--- src/rtl/multicycle_controller.sv ---
`default_nettype none
// +--------------------------------------------------------------------------+
// | multicycle_controller: RV32I fetch/decode/exec/mem/wb sequencing FSM     |
// | Revision: 1.0                                                            |
// +--------------------------------------------------------------------------+
module multicycle_controller (
    input  logic        clk,
    input  logic        rst,
    input  logic [31:0] instr,
    input  logic        mem_ready,
    input  logic        branch_taken,
    output logic [2:0]  state,
    output logic [2:0]  imm_type,
    output logic        ir_write,
    output logic        pc_write,
    output logic [1:0]  pc_src,
    output logic        mem_req,
    output logic        mem_we,
    output logic        mem_addr_sel,
    output logic        alu_src_a,
    output logic        alu_src_b,
    output logic        reg_write,
    output logic [1:0]  wb_sel,
    output logic [31:0] retired,
    output logic        illegal
);

    typedef enum logic [2:0] {
        S_FETCH  = 3'd0,
        S_DECODE = 3'd1,
        S_EXEC   = 3'd2,
        S_MEM    = 3'd3,
        S_WB     = 3'd4,
        S_TRAP   = 3'd7
    } state_t;

    localparam logic [6:0] c_OP_LUI    = 7'b0110111;
    localparam logic [6:0] c_OP_AUIPC  = 7'b0010111;
    localparam logic [6:0] c_OP_JAL    = 7'b1101111;
    localparam logic [6:0] c_OP_JALR   = 7'b1100111;
    localparam logic [6:0] c_OP_BRANCH = 7'b1100011;
    localparam logic [6:0] c_OP_LOAD   = 7'b0000011;
    localparam logic [6:0] c_OP_STORE  = 7'b0100011;
    localparam logic [6:0] c_OP_IMM    = 7'b0010011;
    localparam logic [6:0] c_OP_OP     = 7'b0110011;

    state_t      r_state;
    logic [31:0] r_retired;

    logic [6:0] w_opcode;
    logic       w_is_lui, w_is_auipc, w_is_jal, w_is_jalr, w_is_branch;
    logic       w_is_load, w_is_store, w_is_opimm, w_is_op;
    logic       w_legal, w_retire;
    logic       w_unused_instr;

    assign w_opcode    = instr[6:0];
    assign w_is_lui    = (w_opcode == c_OP_LUI);
    assign w_is_auipc  = (w_opcode == c_OP_AUIPC);
    assign w_is_jal    = (w_opcode == c_OP_JAL);
    assign w_is_jalr   = (w_opcode == c_OP_JALR);
    assign w_is_branch = (w_opcode == c_OP_BRANCH);
    assign w_is_load   = (w_opcode == c_OP_LOAD);
    assign w_is_store  = (w_opcode == c_OP_STORE);
    assign w_is_opimm  = (w_opcode == c_OP_IMM);
    assign w_is_op     = (w_opcode == c_OP_OP);
    assign w_legal     = w_is_lui | w_is_auipc | w_is_jal | w_is_jalr | w_is_branch |
                         w_is_load | w_is_store | w_is_opimm | w_is_op;
    assign w_unused_instr = &{1'b0, instr[31:7]};

    // Retire on the edge that leaves the last state of an instruction.
    assign w_retire = ((r_state == S_EXEC) && (w_is_branch | w_is_jal | w_is_jalr)) ||
                      ((r_state == S_MEM) && mem_ready && w_is_store) ||
                      (r_state == S_WB);

    always_ff @(posedge clk or posedge rst) begin
        if (rst) begin
            r_state   <= S_FETCH;
            r_retired <= 32'd0;
        end else begin
            if (w_retire) begin
                r_retired <= r_retired + 32'd1;
            end
            case (r_state)
                S_FETCH:  if (mem_ready) r_state <= S_DECODE;
                S_DECODE: r_state <= w_legal ? S_EXEC : S_TRAP;
                S_EXEC: begin
                    if (w_is_branch | w_is_jal | w_is_jalr) begin
                        r_state <= S_FETCH;
                    end else if (w_is_load | w_is_store) begin
                        r_state <= S_MEM;
                    end else begin
                        r_state <= S_WB;
                    end
                end
                S_MEM:    if (mem_ready) r_state <= w_is_store ? S_FETCH : S_WB;
                S_WB:     r_state <= S_FETCH;
                S_TRAP:   r_state <= S_TRAP;
                default:  r_state <= S_FETCH;
            endcase
        end
    end

    always_comb begin
        imm_type = 3'b001;
        if (w_is_lui | w_is_auipc) begin
            imm_type = 3'b100;
        end else if (w_is_jal) begin
            imm_type = 3'b000;
        end else if (w_is_store) begin
            imm_type = 3'b010;
        end else if (w_is_branch) begin
            imm_type = 3'b011;
        end
    end

    // Enables are held at zero for the whole reset window, even mid-cycle.
    always_comb begin
        ir_write     = 1'b0;
        pc_write     = 1'b0;
        pc_src       = 2'd0;
        mem_req      = 1'b0;
        mem_we       = 1'b0;
        mem_addr_sel = 1'b0;
        alu_src_a    = 1'b0;
        alu_src_b    = 1'b0;
        reg_write    = 1'b0;
        wb_sel       = 2'd0;
        illegal      = 1'b0;
        if (!rst) begin
            case (r_state)
                S_FETCH: begin
                    mem_req  = 1'b1;
                    ir_write = mem_ready;
                end
                S_EXEC: begin
                    alu_src_a = w_is_auipc | w_is_jal | w_is_branch;
                    alu_src_b = ~(w_is_op | w_is_branch);
                    if (w_is_branch) begin
                        pc_write = 1'b1;
                        pc_src   = branch_taken ? 2'd1 : 2'd0;
                    end else if (w_is_jal | w_is_jalr) begin
                        pc_write  = 1'b1;
                        pc_src    = w_is_jal ? 2'd1 : 2'd2;
                        reg_write = 1'b1;
                        wb_sel    = 2'd2;
                    end
                end
                S_MEM: begin
                    mem_req      = 1'b1;
                    mem_addr_sel = 1'b1;
                    mem_we       = w_is_store;
                    if (mem_ready && w_is_store) begin
                        pc_write = 1'b1;
                    end
                end
                S_WB: begin
                    reg_write = 1'b1;
                    wb_sel    = w_is_load ? 2'd1 : 2'd0;
                    pc_write  = 1'b1;
                end
                S_TRAP:  illegal = 1'b1;
                default: ;
            endcase
        end
    end

    assign state   = r_state;
    assign retired = r_retired;

endmodule
`default_nettype wire

--- config.mk ---
export PLATFORM = sky130hd
export DESIGN_NAME = multicycle_controller
export DESIGN_NICKNAME = d
export VERILOG_FILES = /design/src/rtl/multicycle_controller.sv
export SDC_FILE = /design/constraint.sdc
export NUM_CORES = 1
export LEC_CHECK = 0
export ABC_AREA = 1
export CAP_MARGIN = 15
export CORE_ASPECT_RATIO = 0.5
export CORE_MARGIN = 1
export CORE_UTILIZATION = 42
export DETAILED_ROUTE_END_ITERATION = 16
export GPL_TIMING_DRIVEN = 0
export PLACE_DENSITY = 0.77
export SLEW_MARGIN = 20
export SYNTH_ARGS = -nofsm -noshare
export SYNTH_HDL_FRONTEND = slang
export SYNTH_SLANG_ARGS = --single-unit
export TNS_END_PERCENT = 10
--- constraint.sdc ---
create_clock -name clk -period 1.6 [get_ports clk]
set_clock_uncertainty 0.05 [all_clocks]
set_input_delay 0.16 -clock clk [delete_from_list [all_inputs] [get_ports clk]]
set_output_delay 0.16 -clock clk [all_outputs]
set_load 0.02 [all_outputs]
### After elaboration in Yosys (flattened, before gate mapping)

Index checks and enable logic that the tools add are counted.

| storage, ports and cells | value |
|---|---|
| bits of input ports | 36 |
| bits in read-only memories | 0 |
| bits in latches | 0 |
| register bits after elaboration | 35 |
| memory bits (writable) | 0 |
| output and inout bits | 51 |
| logic and storage cells | 88 |
| memories | 0 |

| operators by class | value |
|---|---|
| multiplexer cells | 44 |
| multiply operators | 0 |
| order comparisons | 0 |
| reduce and logical (&&, ||, !) cells | 9 |
| shift operators | 0 |
| equal/unequal tests | 16 |
| bitwise gates (word level) | 16 |
| $add $sub $neg | 1 |
| div/mod/pow operators | 0 |

Operator list:

| operator | count |
|---|---|
| 32-bit by 1-bit adder with 32-bit output, second input constant | 1 |
| 1-bit 2-to-1 mux | 22 |
| 2-bit 2-to-1 mux | 11 |
| 7-bit by 6-bit == test with 1-bit output, second input constant | 3 |
| 7-bit == test, second input constant | 3 |
| 3-bit 2-to-1 mux | 7 |
| 1-bit OR | 15 |
| 3-bit case mux with 5 select lines | 1 |
| 7-bit by 5-bit == test with 1-bit output, second input constant | 2 |
| 7-bit by 2-bit == test with 1-bit output, second input constant | 1 |
| 3-bit by 2-bit == test with 1-bit output, second input constant | 2 |
| 3-bit == test, second input constant | 2 |
| 1-bit logical AND | 4 |
| 2-bit != test, second input constant | 2 |
| 2-bit case mux with 2 select lines | 1 |
| 3-bit by 1-bit == test with 1-bit output, second input constant | 1 |
| 3-bit logical NOT | 1 |
| 1-bit case mux with 3 select lines | 1 |
| 1-bit logical OR | 2 |
| 1-bit case mux with 2 select lines | 1 |
| 2-bit AND reduction | 1 |
| 2-bit OR reduction | 1 |
| 1-bit NOT | 1 |

### Logic depth before layout (Yosys ltp)

Gate-level depths: netlist of run 1.

| depth | value |
|---|---|
| depth in word-level cells | 11 |
| mapped depth | 12 |
| mapped depth without buffers | 10 |

### Least setup slack after synthesis of run 1

Ideal clock, no wire load.

| timing | value |
|---|---|
| kind | input to output |
| start | in rst |
| end | out reg_write |
| stages | 5 |
| path buffers | 0 |
| arrival time | 1747 ps |
| required time | 1390 ps |
| slack | -357 ps |
| path through | inv_1 -> nand2_1 -> inv_1 -> nand2_1 -> o21ai_0 |

| between the ends | value |
|---|---|
| cells in the longest elaborated chain, start to end | 1 |

Ends and longest elaborated chain:

| item | RTL line | text |
|---|---|---|
| start, declared | 8 | `input logic rst,` |
| 1-bit 2-to-1 mux | 129 | `if (!rst) begin` |
| end, declared | 22 | `output logic reg_write,` |

No other way between the ends.

### Worst setup path after layout of run 1

| timing | value |
|---|---|
| start | reg r_state[0], in the netlist state[0] |
| end | out pc_write |

| between the ends | value |
|---|---|
| cells in the longest elaborated chain, start to end | 3 |
| elaborated cells on any way between the ends | 5 |
| classes of those cells | 3 x eq/ne; 2 x mux |

Ends and longest elaborated chain:

| item | RTL line | text |
|---|---|---|
| start, declared | 47 | `state_t r_state;` |
| start signal, assigned | 85 | `S_DECODE: r_state <= w_legal ? S_EXEC : S_TRAP;` |
| start signal, assigned | 95 | `S_MEM: if (mem_ready) r_state <= w_is_store ? S_FETCH : S_WB;` |
| 3-bit == test / 3-bit by 2-bit == test with 1-bit output (equally long branches) | 130 | `case (r_state)` |
| 1-bit case mux with 3 select lines * | 130 |  |
| 1-bit 2-to-1 mux * | 129 |  |
| end, declared | 15 | `output logic pc_write,` |

Every way passes the cells marked *; elsewhere a longest branch is shown, timed or not.

==> results of run 1 <==
==> layer usage <==
metal / up-vias / part of all wire [%] / track usage, %
met5: - / 0 / 0
met4: 0 / 1.2 / 6.95
met3: 10 / 8.7 / 5.75
met2: 138 / 44 / 39.5
met1: 1351 / 46 / 36.3
li1: 1493 / - / -
==> kinds of logic (layout without fill, tap and decap cells) <==
family,after synthesis,count (layout),synth area share (%)
flops,35,35,33.7
xor+xnor,14,14,4.72
fa+ha+maj,1,1,0.481
buf+inv,55,147,8.71
simple gates,303,303,48.7
compound gates,16,16,3.66
==> worst max path at each step <==
| stage | cells past startpoint | endpoint | slack [ns] | from |
|---|---|---|---|---|
| 3_5_place_dp | 7 | reg_write | -1.42 | rst |
| 4_1_cts | 11 | pc_write | -0.25 | instr[1] |
| 2_1_floorplan | 10 | pc_write | -0.16 | state[0] |
| 6_report | 10 | pc_write | -0.25 | state[0] |
| 5_1_grt | 10 | pc_write | -0.30 | state[0] |
| 3_3_place_gp | 7 | reg_write | -1.40 | rst |
==> cell type report <==
class / instances / area (µm²) / share of cell area, %
buffer: 5 / 58.8 / 1.54
clock buffer: 7 / 133 / 3.48
clock inverter: 1 / 5.00 / 0.131
inverter: 49 / 193 / 5.06
multi-input combinational: 334 / 1680 / 44.2
sequential: 35 / 881 / 23.1
tap: 84 / 105 / 2.76
timing repair buffer: 84 / 748 / 19.6
timing repair inverter: 1 / 5.00 / 0.131
==> power by group <==
part	internal, mW	switching, mW
Combinational	0.720	1.06
Sequential	1.01	0.167
Clock	0.575	0.361
Total	2.30	1.59
==> sequential cells by signal (all words and copies together), names as in the netlist <==
register  cells
retired      32
state         3
==> critical path: stages, from the launching register on <==
cell     delay (ns)
dfrtp_2        0.44
nand2_1        0.09
inv_2          0.06
nand2_4        0.08
nor2_1         0.05
a21oi_2        0.19
nand2_4        0.09
inv_4          0.07
buf_12         0.10
nor2_4         0.03
buf_6          0.14
==> cell usage in the layout (no fill, tap or decap), types with 2 or more instances in the layout <==
cell | synthesis | layout
nand2_1 | 199 | 190
nor2_1 | 48 | 39
inv_1 | 43 | 36
dfrtp_1 | 35 | 31
buf_4 | 0 | 29
clkdlybuf4s50_1 | 0 | 27
nor3_1 | 23 | 16
xor2_1 | 12 | 12
nand3_1 | 13 | 12
dlymetal6s2s_1 | 0 | 11
inv_2 | 5 | 9
nand2_2 | 2 | 7
nor2_2 | 1 | 6
buf_6 | 2 | 6
buf_2 | 4 | 6
nand3b_1 | 6 | 6
nand2_4 | 1 | 5
nor3_4 | 1 | 5
nor2_4 | 1 | 5
nor3_2 | 2 | 5
clkbuf_16 | 0 | 5
clkbuf_2 | 0 | 5
o21ai_1 | 0 | 4
o21ai_0 | 9 | 4
dfrtp_2 | 0 | 4
a21oi_1 | 3 | 3
nor4_2 | 0 | 3
nand4_1 | 3 | 3
inv_4 | 0 | 2
xnor2_1 | 2 | 2
clkbuf_1 | 0 | 2
dlygate4sd2_1 | 0 | 2
==> metrics by stage <==
stage	cell area (µm²)	setup slack, ns	utilization (%)
3_5_place_dp	3340	-1.42	58.2
4_1_cts	3660	-0.254	63.9
5_1_grt	3810	-0.302	66.5
2_1_floorplan	2620	-0.155	-
6_report	3810	-0.251	66.5
3_3_place_gp	3340	-1.40	58.2
==> cell usage after synthesis <==
master	instances
xnor2_1	2
xor2_1	12
inv_1	43
nor3_2	2
nor2_1	48
buf_2	4
dfrtp_1	35
buf_6	2
a21oi_2	1
clkinv_1	1
nor2_4	1
a31oi_1	1
inv_2	5
o21ai_0	9
nand2_4	1
o211ai_1	1
nor4_1	3
nand3b_1	6
nand4_1	3
nand2_1	199
ha_1	1
nand3_1	13
nor2_2	1
nor3_1	23
o211ai_2	1
nor3_4	1
nand2_2	2
a21oi_1	3
==> timing repair <==
item	CTS	global route
resized for setup	114	49
buffers inserted	16	7
cloned	1	0
pin swaps	10	12
endpoints found under the setup margin	48	57
==> results.py, run 1 <==
metrics = {
    "yosys": {
        "syn_area_per_cell_um2": 6.13,
        "post-synth-top-area-cell": "dfrtp_1",
        "netlist_area_mm2": 0.00260,
        "synth_top_area_share_pct": 33.7,
        "ys_warn_count": 0,
        "yosysSeqAreaShare_pct": 33.7,
        "netlist_instances": 424,
        "yosysUniqueCellTypes": 28,
        "ys_seq_elements": 35,
        "synth.area.top_cells": "dfrtp_1 34%, nand2_1 29%, nor2_1 6.9%",
        "syn_nets": 461,
    },
    "placement": {
        "portBuffers": 61,
        "place_hpwl_mm": 5.28,
        "gp_congestion": 0.936,
        "place_inst": 569,
    },
    "grt": {
        "grt_overflow": 0,
        "antenna_found_initial": 0,
        "grt_use_total_pct": 25.5,
        "grt_pass1_vias": 2659,
        "grt_pass1_wl_mm": 12.9,
        "grt_max_degree": 19,
    },
    "worst_setup_path": {
        "r2r-start": "state[0]",
        "cp.required_ns": 1.39,
        "end_kind": "output port",
        "rr_endpoint": "retired[9]",
        "worstSetupPathType": "flip-flop to output port",
        "regToRegSetupSlack_ns": -0.09,
        "r2r_cells": 11,
        "crit_path_start_kind": "flip-flop",
        "critPathArrivalTime_ns": 1.64,
        "cp_max_fo": 4,
    },
    "timing": {
        "setup_violations": 37,
        "min_period_over_period_pct": 116,
        "relSlewSlack_pct": 39.1,
        "rsz0062_at_grt": "yes",
        "hold_viol": 0,
        "tns_ns": -2.32,
        "worst_slack_ns": -0.251,
        "fmax_mhz": 540,
        "timing.final.max_slew_violations": 0,
        "period_minus_slack_ns": 1.85,
        "worst_hold_slack_ns": 0.273,
        "tightest_slew_ns": 0.909,
    },
    "detailed_routing": {
        "drt_iter0_drc": 207,
        "vias_per_cell": 4.99,
        "post_drt_wl_per_cell_um": 13.6,
        "wl_mm": 8.17,
        "firstDrtPassIters": 6,
        "drc": 0,
        "vias": 2992,
        "antenna_left": 0,
    },
    "clock_tree": {
        "clkTransAtPathRegs_ns": 0.05,
        "cts_sinks": 35,
        "cts_buffers": 5,
        "hold_buffers": 0,
        "clock_latency_ns": 0.28,
        "clockBufferDepth": 2,
        "root_buffer": "clkbuf_16",
        "cts_max_level": 2,
        "cts_tree": "done",
    },
    "min_path": {
        "hold_path.class": "input pin to asynchronous set/reset pin",
    },
    "power": {
        "power_mw": 3.89,
        "peakVddDrop_v": 0.000714,
        "p_leak_nw": 1.98,
        "power_density_mw_per_mm2": 1020,
    },
    "floorplan": {
        "rows": 19,
        "die_w_um": 113,
        "core-area_mm2": 0.00573,
        "start_util_pct": 45.4,
        "num_io_pins": 87,
        "fp.dieH_um": 57.6,
        "die_area_mm2": 0.00653,
    },
    "final_layout": {
        "drive_above_1_share_pct": 21.7,
        "area_growth_pct": 46.6,
        "n_fill_cell": 483,
        "final_nets": 552,
        "num_antenna_cells": 0,
        "finalNonFillerCells": 600,
    },
    "status": {
        "violations": "setup timing",
        "status": "complete, but fails checks",
    },
    "flow_run": {
        "maxCapViolations": 0,
    },
}
Note: power is estimated with default switching activity, not from simulation.
==> inputs of run 2 (changes only) <==
Settings changed: CORE_MARGIN 1 to 10.
==> results.py, run 2 (synthesis gave the netlist of run 1 again) <==
metrics = {
    "status": {
        "status": "complete, but fails checks",
        "violations": "setup timing",
    },
    "power": {
        "p_leak_nw": 1.92,
        "peakVddDrop_v": 0.000754,
        "power_density_mw_per_mm2": 1010,
    },
    "final_layout": {
        "drive_above_1_share_pct": 19.1,
        "mostFrequentLayoutCells": "189 x nand2_1, 38 x inv_1, 38 x nor2_1, 32 x dfrtp_1, 29 x clkdlybuf4s50_1",
        "final_cell_area_mm2": 0.00376,
        "area_growth_pct": 44.5,
        "final_nets": 545,
        "num_antenna_cells": 0,
        "final_common_cell": "nand2_1",
        "largest_reg_flops": 32,
    },
    "detailed_routing": {
        "wl_met3_um": 695,
        "vias_per_cell": 4.93,
        "drt_iter0_drc": 271,
        "antenna_left": 0,
        "vias": 2945,
        "wl_mm": 8.22,
        "wl_met1_mm": 3.81,
        "firstDrtPassIters": 5,
        "top_layer": "met4",
        "drc": 0,
        "post_drt_wl_per_cell_um": 13.8,
        "met2WireLength_mm": 3.61,
    },
    "clock_tree": {
        "hold_buffers": 0,
        "cts_max_level": 2,
        "cts_buffers": 5,
        "cts_tree": "done",
        "clockBufferDepth": 2,
        "clock_latency_ns": 0.28,
        "clkTransAtPathRegs_ns": 0.05,
        "cts_sinks": 35,
        "root_buffer": "clkbuf_16",
    },
    "timing": {
        "worst_slack_ns": -0.190,
        "tns_ns": -3.06,
        "period_minus_slack_ns": 1.79,
        "setup_violations": 39,
        "timing.final.max_slew_violations": 0,
        "hold_viol": 0,
        "min_period_over_period_pct": 112,
        "rsz0062_at_grt": "yes",
        "tightest_slew_ns": 0.929,
        "relSlewSlack_pct": 37.7,
        "fmax_mhz": 559,
    },
    "worst_setup_path": {
        "crit_path_max_incr_delay_ns": 0.47,
        "crit_family": "flip-flops",
        "path_buf_inv": 4,
        "crit_cells": 9,
        "end_kind": "output port",
        "slowest_stage": "dfrtp_2",
        "critPathArrivalTime_ns": 1.58,
        "cp_max_fo": 6,
        "worstSetupPathType": "flip-flop to output port",
        "cp_cell_sequence": "inv_2 -> nand2_4 -> nor2_2 -> a21oi_2 -> nand2_4 -> inv_4 -> buf_12 -> nor2_4 -> buf_6",
        "r2r_cells": 11,
        "path_common_cell": "nand2_4",
        "cp.required_ns": 1.39,
        "crit_path_start_kind": "flip-flop",
    },
    "grt": {
        "grt_use_total_pct": 16.2,
        "grt_pass1_vias": 2756,
        "grt_overflow": 0,
        "grt_max_degree": 19,
        "grt_pass1_wl_mm": 13.3,
        "antenna_found_initial": 0,
    },
    "floorplan": {
        "start_util_pct": 43.1,
        "fp.dieH_um": 75.6,
        "die_area_mm2": 0.00993,
        "num_io_pins": 87,
        "die_w_um": 131,
        "core-area_mm2": 0.00603,
        "rows": 20,
    },
    "flow_run": {
        "maxCapViolations": 0,
    },
    "placement": {
        "place_area_mm2": 0.00334,
        "gp_congestion": 0.923,
        "place_hpwl_mm": 5.95,
        "portBuffers": 61,
    },
    "min_path": {
        "hold_path.class": "input pin to asynchronous set/reset pin",
    },
}
run 2: changes by cell type in the layout (fill, tap and decap cells not counted), moves of 3 or more:
cell	previous run	this run
buf_4	29	25
nor3_1	16	20
nor3_2	5	2
clkbuf_2	5	2
buf_2	6	2
dlymetal6s2s_1	11	7
dlygate4sd2_1	2	8
run 2: stage by stage:
| step | utilization, % | std cells | power, mW | hold slack (ns) | setup WS (ns) |
|---|---|---|---|---|---|
| 2_1_floorplan | - | 424 | 2.01 | 0.0655 | -0.155 |
| 3_3_place_gp | 55.4 | 573 | 2.54 | 0.461 | -1.45 |
| 3_5_place_dp | 55.4 | 573 | 2.54 | 0.468 | -1.43 |
| 4_1_cts | 60.3 | 595 | 3.66 | 0.252 | -0.194 |
| 5_1_grt | 62.3 | 597 | 4.02 | 0.294 | -0.249 |
| 6_report | 62.3 | 597 | 3.81 | 0.276 | -0.190 |
run 2: what timing repair did:
item                       4_1_cts  5_1_grt
setup endpoints to repair       48       53
resized for setup              116       42
pin swaps                       11        9
hold endpoints to repair         0        0
buffers inserted                14        2
cloned                           1        0
run 2: path summary, 6_finish.rpt:
path,startpoint,end,slack (ns)
max in group asynchronous,rst,retired[0],0.62
worst max register to register,state[0],retired[24],-0.11
worst min-delay path,rst,retired[7],0.28
min in group clk,retired[31],retired[31],0.48
worst max-delay path,state[2],pc_write,-0.19
worst min register to register,retired[31],retired[31],0.48
run 2: worst min-delay path, stage by stage:
cell and delay, ns:
dlygate4sd2_1 0.40, clkinvlp_4 0.19, buf_4 0.18
run 2: metal layers:
layer	vias to the layer above	track usage [%]
met1	1354	20.2
met5	-	0
met2	100	26.7
met3	10	5.07
li1	1481	-
met4	0	5.02
run 2: cell type report:
cell class                 count  area, µm²
clock buffer                   7        133
buffer                         5       58.8
tap                           88        110
sequential                    35        880
timing repair buffer          77        706
clock inverter                 1       5.00
inverter                      49        190
multi-input combinational    334       1670
timing repair inverter         1       5.00
fill                         540       2270
run 2: power breakdown:
part / total (mW) / switching (mW) / internal (mW) / leakage, nW
logic: 1.71 / 1.01 / 0.695 / 1.38
registers: 1.18 / 0.170 / 1.01 / 0.475
clock network: 0.923 / 0.348 / 0.575 / 0.0679
total: 3.81 / 1.53 / 2.28 / 1.92
